[src/rtl/hcm_event_sequencer_if.sv]
// HCM memory port bundle: the sequencer issues write/read/clear commands,
// the HCM returns its status flags and the registered read result.
interface hcm_event_sequencer_if #(
  parameter int ROWINDEXBITS_HCM = 16,
  parameter int NCOLS_HCM        = 32
);
  logic                        hcm_writeRow;
  logic [ROWINDEXBITS_HCM-1:0] hcm_rowToWrite;
  logic                        hcm_SSIDIsNew;
  logic                        hcm_readRow;
  logic [ROWINDEXBITS_HCM-1:0] hcm_rowToRead;
  logic                        hcm_reset;
  logic                        hcm_writeReady;
  logic                        hcm_readReady;
  logic                        hcm_busy;
  logic [ROWINDEXBITS_HCM-1:0] hcm_rowPassed;
  logic [NCOLS_HCM-1:0]        hcm_rowReadOutput;

  modport master (
    output hcm_writeRow, hcm_rowToWrite, hcm_SSIDIsNew,
    output hcm_readRow, hcm_rowToRead, hcm_reset,
    input  hcm_writeReady, hcm_readReady, hcm_busy,
    input  hcm_rowPassed, hcm_rowReadOutput
  );

  modport slave (
    input  hcm_writeRow, hcm_rowToWrite, hcm_SSIDIsNew,
    input  hcm_readRow, hcm_rowToRead, hcm_reset,
    output hcm_writeReady, hcm_readReady, hcm_busy,
    output hcm_rowPassed, hcm_rowReadOutput
  );
endinterface

[src/rtl/hcm_event_sequencer.sv]
// Event sequencer for the hit-count memory: buffers SSID hits and writes them
// into the HCM, drains on event end, serves pipelined row readout, then clears
// the HCM and counts the completed event.
module hcm_event_sequencer #(
  parameter int ROWINDEXBITS_HCM = 16,
  parameter int NCOLS_HCM        = 32,
  parameter int FIFO_DEPTH       = 8,
  parameter int READ_LATENCY     = 2
) (
  input  logic                        clk,
  input  logic                        reset,
  input  logic                        hit_valid,
  input  logic [ROWINDEXBITS_HCM-1:0] hit_row,
  input  logic                        hit_is_new,
  output logic                        hit_ready,
  input  logic                        event_end,
  input  logic                        rd_req,
  input  logic [ROWINDEXBITS_HCM-1:0] rd_row,
  output logic                        rd_ready,
  input  logic                        readout_done,
  output logic                        rd_valid,
  output logic [ROWINDEXBITS_HCM-1:0] rd_row_out,
  output logic [NCOLS_HCM-1:0]        rd_data,
  hcm_event_sequencer_if.master       hcm,
  output logic [1:0]                  phase,
  output logic [7:0]                  event_count,
  output logic                        err_protocol
);

  localparam int PW = $clog2(FIFO_DEPTH);
  localparam int CW = PW + 1;

  typedef enum logic [1:0] {
    WRITE = 2'd0,
    DRAIN = 2'd1,
    READ  = 2'd2,
    CLEAR = 2'd3
  } phase_t;

  phase_t state, stateNext;

  logic [ROWINDEXBITS_HCM:0] fifoMem [FIFO_DEPTH];
  logic [ROWINDEXBITS_HCM:0] fifoHead;
  logic [PW-1:0]             wrPtr, rdPtr;
  logic [CW-1:0]             count, countNext;
  logic                      fifoEmpty, push, pop;

  // rdPipe[0] is the HCM read strobe; the top stage lines up with valid HCM data.
  logic [READ_LATENCY:0]     rdPipe;
  logic                      accept, readsIdle, donePending, doneReq;

  // Phase register.
  always_ff @(posedge clk or posedge reset) begin
    if (reset) state <= WRITE;
    else       state <= stateNext;
  end

  // Phase transitions; readout_done is honoured only after the read pipeline empties.
  always_comb begin
    stateNext = state;
    unique case (state)
      WRITE: if (event_end)                        stateNext = DRAIN;
      DRAIN: if (fifoEmpty && !pop)                stateNext = READ;
      READ:  if (doneReq && readsIdle)             stateNext = CLEAR;
      CLEAR: if (!hcm.hcm_reset && !hcm.hcm_busy)  stateNext = WRITE;
      default:                                     stateNext = WRITE;
    endcase
  end

  // Handshakes, FIFO pop and HCM write port, all decoded from the current phase.
  always_comb begin
    phase     = state;
    fifoEmpty = (count == '0);
    fifoHead  = fifoMem[rdPtr];
    push      = hit_valid && hit_ready;
    pop       = !fifoEmpty && ((state == WRITE) || (state == DRAIN))
                && hcm.hcm_writeReady && !hcm.hcm_busy;
    rd_ready  = (state == READ) && hcm.hcm_readReady && !hcm.hcm_busy && !donePending;
    accept    = rd_req && rd_ready;
    readsIdle = !accept && (rdPipe == '0);
    doneReq   = donePending || (readout_done && (state == READ));
    unique case ({push, pop})
      2'b10:   countNext = count + 1'b1;
      2'b01:   countNext = count - 1'b1;
      default: countNext = count;
    endcase
    hcm.hcm_writeRow   = pop;
    hcm.hcm_rowToWrite = pop ? fifoHead[ROWINDEXBITS_HCM-1:0] : '0;
    hcm.hcm_SSIDIsNew  = pop && fifoHead[ROWINDEXBITS_HCM];
    hcm.hcm_readRow    = rdPipe[0];
  end

  // Hit storage; never reset because count qualifies every read of it.
  always_ff @(posedge clk) begin
    if (push) fifoMem[wrPtr] <= {hit_is_new, hit_row};
  end

  // FIFO pointers and hit_ready; hit_ready is registered so it stays low while reset is held.
  always_ff @(posedge clk or posedge reset) begin
    if (reset) begin
      wrPtr     <= '0;
      rdPtr     <= '0;
      count     <= '0;
      hit_ready <= 1'b0;
    end else begin
      if (push) wrPtr <= wrPtr + 1'b1;
      if (pop)  rdPtr <= rdPtr + 1'b1;
      count     <= countNext;
      hit_ready <= (stateNext == WRITE) && (countNext < CW'(FIFO_DEPTH));
    end
  end

  // Read pipeline, result capture and pending readout_done.
  always_ff @(posedge clk or posedge reset) begin
    if (reset) begin
      rdPipe            <= '0;
      hcm.hcm_rowToRead <= '0;
      rd_valid          <= 1'b0;
      rd_row_out        <= '0;
      rd_data           <= '0;
      donePending       <= 1'b0;
    end else begin
      rdPipe            <= {rdPipe[READ_LATENCY-1:0], accept};
      hcm.hcm_rowToRead <= accept ? rd_row : '0;
      rd_valid          <= rdPipe[READ_LATENCY];
      if (rdPipe[READ_LATENCY]) begin
        rd_row_out <= hcm.hcm_rowPassed;
        rd_data    <= hcm.hcm_rowReadOutput;
      end
      if (stateNext == CLEAR)                    donePending <= 1'b0;
      else if (readout_done && (state == READ))  donePending <= 1'b1;
    end
  end

  // HCM clear pulse, event counter and sticky protocol error.
  always_ff @(posedge clk or posedge reset) begin
    if (reset) begin
      hcm.hcm_reset <= 1'b0;
      event_count   <= '0;
      err_protocol  <= 1'b0;
    end else begin
      hcm.hcm_reset <= (stateNext == CLEAR) && (state != CLEAR);
      if ((state == CLEAR) && (stateNext == WRITE)) event_count <= event_count + 8'd1;
      if ((event_end && (state != WRITE)) || (readout_done && (state != READ))
          || (rd_req && (state != READ)))
        err_protocol <= 1'b1;
    end
  end

endmodule

[src/flat_wrapper.sv]
// flat-port wrapper written by rule: the top's interface ports become plain ports
module hcm_event_sequencer_flat 
#(
  parameter int ROWINDEXBITS_HCM = 16,
  parameter int NCOLS_HCM        = 32,
  parameter int FIFO_DEPTH       = 8,
  parameter int READ_LATENCY     = 2
)
  (clk, reset, hit_valid, hit_row, hit_is_new, hit_ready, event_end, rd_req, rd_row, rd_ready, readout_done, rd_valid, rd_row_out, rd_data, phase, event_count, err_protocol, hcm_hcm_writeRow, hcm_hcm_rowToWrite, hcm_hcm_SSIDIsNew, hcm_hcm_readRow, hcm_hcm_rowToRead, hcm_hcm_reset, hcm_hcm_writeReady, hcm_hcm_readReady, hcm_hcm_busy, hcm_hcm_rowPassed, hcm_hcm_rowReadOutput);
  hcm_event_sequencer_if #(.ROWINDEXBITS_HCM(ROWINDEXBITS_HCM), .NCOLS_HCM(NCOLS_HCM)) hcm_i ();
  input  logic clk;
  input  logic reset;
  input  logic hit_valid;
  input  logic [ROWINDEXBITS_HCM-1:0] hit_row;
  input  logic hit_is_new;
  output logic hit_ready;
  input  logic event_end;
  input  logic rd_req;
  input  logic [ROWINDEXBITS_HCM-1:0] rd_row;
  output logic rd_ready;
  input  logic readout_done;
  output logic rd_valid;
  output logic [ROWINDEXBITS_HCM-1:0] rd_row_out;
  output logic [NCOLS_HCM-1:0] rd_data;
  output logic [1:0] phase;
  output logic [7:0] event_count;
  output logic err_protocol;
  output wire logic [$bits(hcm_i.hcm_writeRow)-1:0] hcm_hcm_writeRow;
  output wire logic [$bits(hcm_i.hcm_rowToWrite)-1:0] hcm_hcm_rowToWrite;
  output wire logic [$bits(hcm_i.hcm_SSIDIsNew)-1:0] hcm_hcm_SSIDIsNew;
  output wire logic [$bits(hcm_i.hcm_readRow)-1:0] hcm_hcm_readRow;
  output wire logic [$bits(hcm_i.hcm_rowToRead)-1:0] hcm_hcm_rowToRead;
  output wire logic [$bits(hcm_i.hcm_reset)-1:0] hcm_hcm_reset;
  input wire logic [$bits(hcm_i.hcm_writeReady)-1:0] hcm_hcm_writeReady;
  input wire logic [$bits(hcm_i.hcm_readReady)-1:0] hcm_hcm_readReady;
  input wire logic [$bits(hcm_i.hcm_busy)-1:0] hcm_hcm_busy;
  input wire logic [$bits(hcm_i.hcm_rowPassed)-1:0] hcm_hcm_rowPassed;
  input wire logic [$bits(hcm_i.hcm_rowReadOutput)-1:0] hcm_hcm_rowReadOutput;
  assign hcm_hcm_writeRow = hcm_i.hcm_writeRow;
  assign hcm_hcm_rowToWrite = hcm_i.hcm_rowToWrite;
  assign hcm_hcm_SSIDIsNew = hcm_i.hcm_SSIDIsNew;
  assign hcm_hcm_readRow = hcm_i.hcm_readRow;
  assign hcm_hcm_rowToRead = hcm_i.hcm_rowToRead;
  assign hcm_hcm_reset = hcm_i.hcm_reset;
  assign hcm_i.hcm_writeReady = hcm_hcm_writeReady;
  assign hcm_i.hcm_readReady = hcm_hcm_readReady;
  assign hcm_i.hcm_busy = hcm_hcm_busy;
  assign hcm_i.hcm_rowPassed = hcm_hcm_rowPassed;
  assign hcm_i.hcm_rowReadOutput = hcm_hcm_rowReadOutput;
  hcm_event_sequencer #(.ROWINDEXBITS_HCM(ROWINDEXBITS_HCM), .NCOLS_HCM(NCOLS_HCM), .FIFO_DEPTH(FIFO_DEPTH), .READ_LATENCY(READ_LATENCY)) u_core (.clk(clk), .reset(reset), .hit_valid(hit_valid), .hit_row(hit_row), .hit_is_new(hit_is_new), .hit_ready(hit_ready), .event_end(event_end), .rd_req(rd_req), .rd_row(rd_row), .rd_ready(rd_ready), .readout_done(readout_done), .rd_valid(rd_valid), .rd_row_out(rd_row_out), .rd_data(rd_data), .hcm(hcm_i), .phase(phase), .event_count(event_count), .err_protocol(err_protocol));
endmodule
[config.mk]
export PLATFORM = sky130hd
export DESIGN_NAME = hcm_event_sequencer_flat
export DESIGN_NICKNAME = d
export VERILOG_FILES = /design/src/rtl/hcm_event_sequencer_if.sv /design/src/rtl/hcm_event_sequencer.sv /design/src/flat_wrapper.sv
export SDC_FILE = /design/constraint.sdc
export NUM_CORES = 1
export LEC_CHECK = 0
export CORE_MARGIN = 2
export CORE_UTILIZATION = 51
export DETAILED_ROUTE_END_ITERATION = 16
export PLACE_DENSITY_LB_ADDON = 0.08
export SLEW_MARGIN = 5
export SYNTH_ARGS = -nofsm -noshare
export SYNTH_HDL_FRONTEND = slang
export SYNTH_SLANG_ARGS = --single-unit
[constraint.sdc]
create_clock -name clk -period 4.5 [get_ports clk]
set_input_delay 1.125 -clock clk [delete_from_list [all_inputs] [get_ports clk]]
set_output_delay 1.125 -clock clk [all_outputs]
set_load 0.05 [all_outputs]
# After elaboration in Yosys (flattened, before gate mapping)

Memory sizes are Yosys's and may differ from the RTL's.
Cells that the tools add are included.
Widths: inputs -> output; s select.

Memories kept: 1
Output and inout bits: 98
Register bits: 92
Input port bits: 90
Word-level logic and storage cells: 77
RAM bits: 136

Reductions and logical operators: 36
Equal/unequal tests: 8
Order comparisons: 1
Add/sub/neg operators: 5
Multiplexer cells: 12

Memories:

| name           | words | width | rd ports | clocked after Yosys merged registers in | write ports | RTL line                  | RTL |
|---|---|---|---|---|---|---|---|
| u_core.fifoMem | 8     | 17    | 1        | 0                                       | 1           | hcm_event_sequencer.sv:42 | `logic [ROWINDEXBITS_HCM:0] fifoMem [FIFO_DEPTH];` |

Operators with widths:

| cell                | number |
|---|---|
| $mux 16             | 2 |
| $logic_and 1x1->1   | 20 |
| $add 8x1->8 const B | 1 |
| $eq 2x2->1 const B  | 4 |
| $mux 2              | 4 |
| $pmux 2 s4          | 1 |
| $pmux 4 s2          | 1 |
| $add 3x1->3 const B | 2 |
| $logic_not 1->1     | 6 |
| $add 4x1->4 const B | 1 |
| $eq 2x1->1 const B  | 2 |
| $logic_not 2->1     | 2 |
| $logic_not 4->1     | 1 |
| $logic_or 1x1->1    | 4 |
| $lt 4x4->1 const B  | 1 |
| $mux 1              | 4 |
| $ne 2x2->1 const B  | 2 |
| $reduce_bool 2->1   | 2 |
| $sub 4x1->4 const B | 1 |
| $logic_not 3->1     | 1 |

# Logic depth before layout (Yosys ltp)

Depth in word-level cells: 12
Mapped depth: 9
Mapped depth without buffers: 9

# Worst setup path after synthesis

OpenSTA, ideal clock, no wires.

Path kind: input -> output
Start: input hcm_hcm_busy
End: output hcm_hcm_rowToWrite[10]
Slack: 0.773 ns
Arrival: 2.602 ns
Cell stages on the path: 4
Path through: or4b_4 buf_6 buf_6 nor2_1

Cells in the longest elaborated chain, start to end: 3

RTL lines:

| item              | RTL line                  | RTL |
|---|---|---|
| start, declared   | flat_wrapper.sv:36        | `input wire logic [$bits(hcm_i.hcm_busy)-1:0] hcm_hcm_busy;` |
| $logic_not 1->1   | hcm_event_sequencer.sv:77 | `&& hcm.hcm_writeReady && !hcm.hcm_busy;` |
| $logic_and 1x1->1 | hcm_event_sequencer.sv:77 |  |
| $mux 16           | hcm_event_sequencer.sv:88 | `hcm.hcm_rowToWrite = pop ? fifoHead[ROWINDEXBITS_HCM-1:0] : '0;` |
| end, declared     | flat_wrapper.sv:29        | `output wire logic [$bits(hcm_i.hcm_rowToWrite)-1:0] hcm_hcm_rowToWrite;` |

Every way passes these cells.

# Worst setup path in the final report

Start: input hcm_hcm_busy
End: output hcm_hcm_rowToWrite[15]

Same word-level chain as after synthesis.

==> results.cfg <==
[outcome]
status = finished clean

[die]
die_x_um = 135
die_h_um = 135
core_um2 = 17100
pin_count = 188
die-area_um2 = 18300
rows = 48
start_util_pct = 51.6

[sta]
tightest_slew_ps = 1100
finalWorstSetupSlack_ps = 461
hold_ws_ps = 366
rsz0062_at_grt = no
fin_crit_ps = 4040
max_freq_mhz = 248
setup_viol = 0
finClkSkew_ps = 9.02
period_share_pct = 89.8
drv_slew = 0
hold_violations = 0
tns_ps = 0
slew_headroom_pct = 26.8

[cts]
cts_sinks = 228
insertion_delay_ps = 500
postCtsSetupBuffers = 0
ctsResizeCount = 0
cts_tree = built
cts_buffers = 23
holdBufCountCts = 0
h-tree-depth = 1
clk_pin_slew_ps = 60
clockBufferDepth = 3
cts-root-buf = clkbuf_16

[worst_setup_path]
r2r-end = u_core.hit_ready
worst_r2r_startpoint = u_core.count[1]
worstSetupEndpointType = primary output
cp-start-kind = input port
worstPathArrival_ps = 2910
critPathMaxStageDelay_ps = 770
crit_type = in -> out
path_cells = clkdlybuf4s50_1 -> or4b_4 -> nor2_1 -> buf_12
cp_max_fo = 20
slowest_stage = or4b_4
crit_required_ps = 3380
r2r_setup_slack_ps = 1580
reg2reg_depth = 9

[global_routing]
gr-total-overflow = 0
antenna_found_initial = 2
grt_max_degree = 53
grt_pass1_wl_mm = 30.3
grt_pass1_vias = 5385
grt_util_all_layers_pct = 22.0

[logic_synthesis]
ys_ff_latch = 228
yosysSeqAreaShare_pct = 72.6
synth_cell_types = 38
syn_area_per_cell_um2 = 18.6
ys_warn_count = 0
synth_area_um2 = 8800
synth_top_area_share_pct = 46.4
synthCells = 473
yosysTopAreaCell = edfxtp_1
synthesis.nets = 570
synth_area_leaders = edfxtp_1 (46%), dfrtp_1 (26%), mux4_2 (8.7%), mux2_2 (6.5%), mux2i_1 (1.9%)

[place]
gp_congestion = 0.799
dp_hpwl_mm = 13.1
placed_cell_area_um2 = 11200
dp.cells = 880
port_buffers = 187
pre_cts_ws_ps = 349

[routing]
wirelength_mm = 19.3
num_vias = 5000
drtAntennaViolNets = 0
wire_per_inst_um = 20.9
drc = 0
drt-pass1-iter-count = 6
via_per_inst = 5.42
drt_iter0_markers = 221

[cells_and_area]
final_cell_area_um2 = 11800
nets = 777
area_growth_pct = 34.6
fill_cells = 1132
final_util_pct = 69.4
drive_above_1_share_pct = 23.7
stdcell_count = 923

[run]
maxCapViolCount = 0

[pwr]
powerDensity_nw_per_um2 = 627
vdd_ir_drop_max_mv = 0.552
finalPower_mw = 7.42
power_leakage_nw = 4.54

[hold_path]
whs_path_depth = 0
min_from = u_core.rdPipe[1]
hp-class = reg -> reg
hold_path_end = u_core.rdPipe[2]
registers in the layout, summed over array words and instances (netlist names):
signal,count
u_core.phase,2
u_core.hcm.hcm_reset,1
u_core.hit_ready,1
u_core.rd_valid,1
u_core.rdPtr,3
u_core.hcm.hcm_rowToRead,16
u_core.rd_row_out,16
u_core.err_protocol,1
u_core.donePending,1
u_core.count,4
u_core.fifoMem,136
u_core.rdPipe,3
u_core.event_count,8
u_core.wrPtr,3
u_core.rd_data,32
kinds of logic (layout without fill, tap and decap cells):
logic type / count (synthesis) / in the layout / synth area share (%)
adders and majority gates: 7 / 7 / 0.995
other: 0 / 2 / 0
and+or+nand+nor: 85 / 85 / 5.53
muxes: 102 / 102 / 17.2
DFF: 228 / 228 / 72.6
xor gates and xnor gates: 13 / 13 / 1.29
AOI/OAI and AO/OA: 15 / 15 / 1.02
buffers and inverters: 23 / 246 / 1.41
power by group:
part / switching (mW) / internal (mW) / total, mW / leakage [nW]
combinational: 1.65 / 1.23 / 2.89 / 1.80
sequential: 0.306 / 2.55 / 2.85 / 2.42
clock: 0.744 / 0.941 / 1.69 / 0.323
total: 2.70 / 4.72 / 7.42 / 4.54
synth_stat cells:
cell type and count:
edfxtp_1 136, dfrtp_1 92, mux2_2 51, mux4_2 34
nor2_1 28, and3_1 20, mux2i_1 17, nand2_1 11
xnor2_1 10, buf_2 8, ha_1 7, a21oi_1 6
nand4_1 5, buf_1 4, nand2b_1 4, o21ai_0 4
buf_4 3, nor3_1 3, xor2_1 3, buf_6 2
clkbuf_1 2, inv_1 2, nand3_1 2, nor4_2 2
o21bai_1 2, or2_2 2, or3_1 2, a31oi_1 1
and2_1 1, and4bb_1 1, and4bb_2 1, clkbuf_2 1
inv_2 1, nor4b_2 1, nor4b_4 1, o211a_1 1
o31a_1 1, or4b_4 1
cells in the final DEF, fill, tap and decap left out, types with 8 or more instances in the layout:
master,instances
buf_4,13
clkbuf_16,23
nand2_1,11
mux2i_1,17
mux2_2,51
buf_12,21
and3_1,20
clkinv_2,8
dfrtp_1,90
mux4_2,34
edfxtp_1,136
clkdlybuf4s50_1,168
nor2_1,28
xnor2_1,10
worst max-delay path by stage:
stage | start | end | depth (start not counted)
after floorplan | hcm_hcm_busy | hcm_hcm_rowToWrite[10] | 4
after global placement | hcm_hcm_busy | u_core.hit_ready | 9
after detailed placement | hcm_hcm_busy | u_core.hit_ready | 9
after CTS | hcm_hcm_busy | hcm_hcm_rowToWrite[15] | 4
after global routing | hcm_hcm_busy | hcm_hcm_rowToWrite[3] | 4
final | hcm_hcm_busy | hcm_hcm_rowToWrite[15] | 4
layer usage:
metal  track usage [%]  vias up  routed length, µm  share of wire (%)
met4              7.70        0                523                2.7
met1              27.0     2556               7320                 38
met5                 0        -                  0                  0
met3              7.59       27               1690                8.8
met2              36.7      183               9760                 51
li1                  -     2234                  -                  -
area by class of cell:
class / instances / area [µm²] / share of cell area, %
flip-flops and latches: 228 / 6390 / 53.9
diodes: 2 / 5.00 / 0.0423
repair buffers: 202 / 2200 / 18.6
clock inverters: 12 / 61.3 / 0.518
well taps: 225 / 282 / 2.38
multi-input cells: 222 / 2300 / 19.4
clock buffers: 29 / 598 / 5.05
inverters: 3 / 12.5 / 0.106
critical path, delay by kind of cell:
kind / cells / cell delay, ps
buffers and inverters: 2 / 720
and+or+nand+nor: 2 / 1060
No activity file was read; power rests on OpenSTA's default activity.
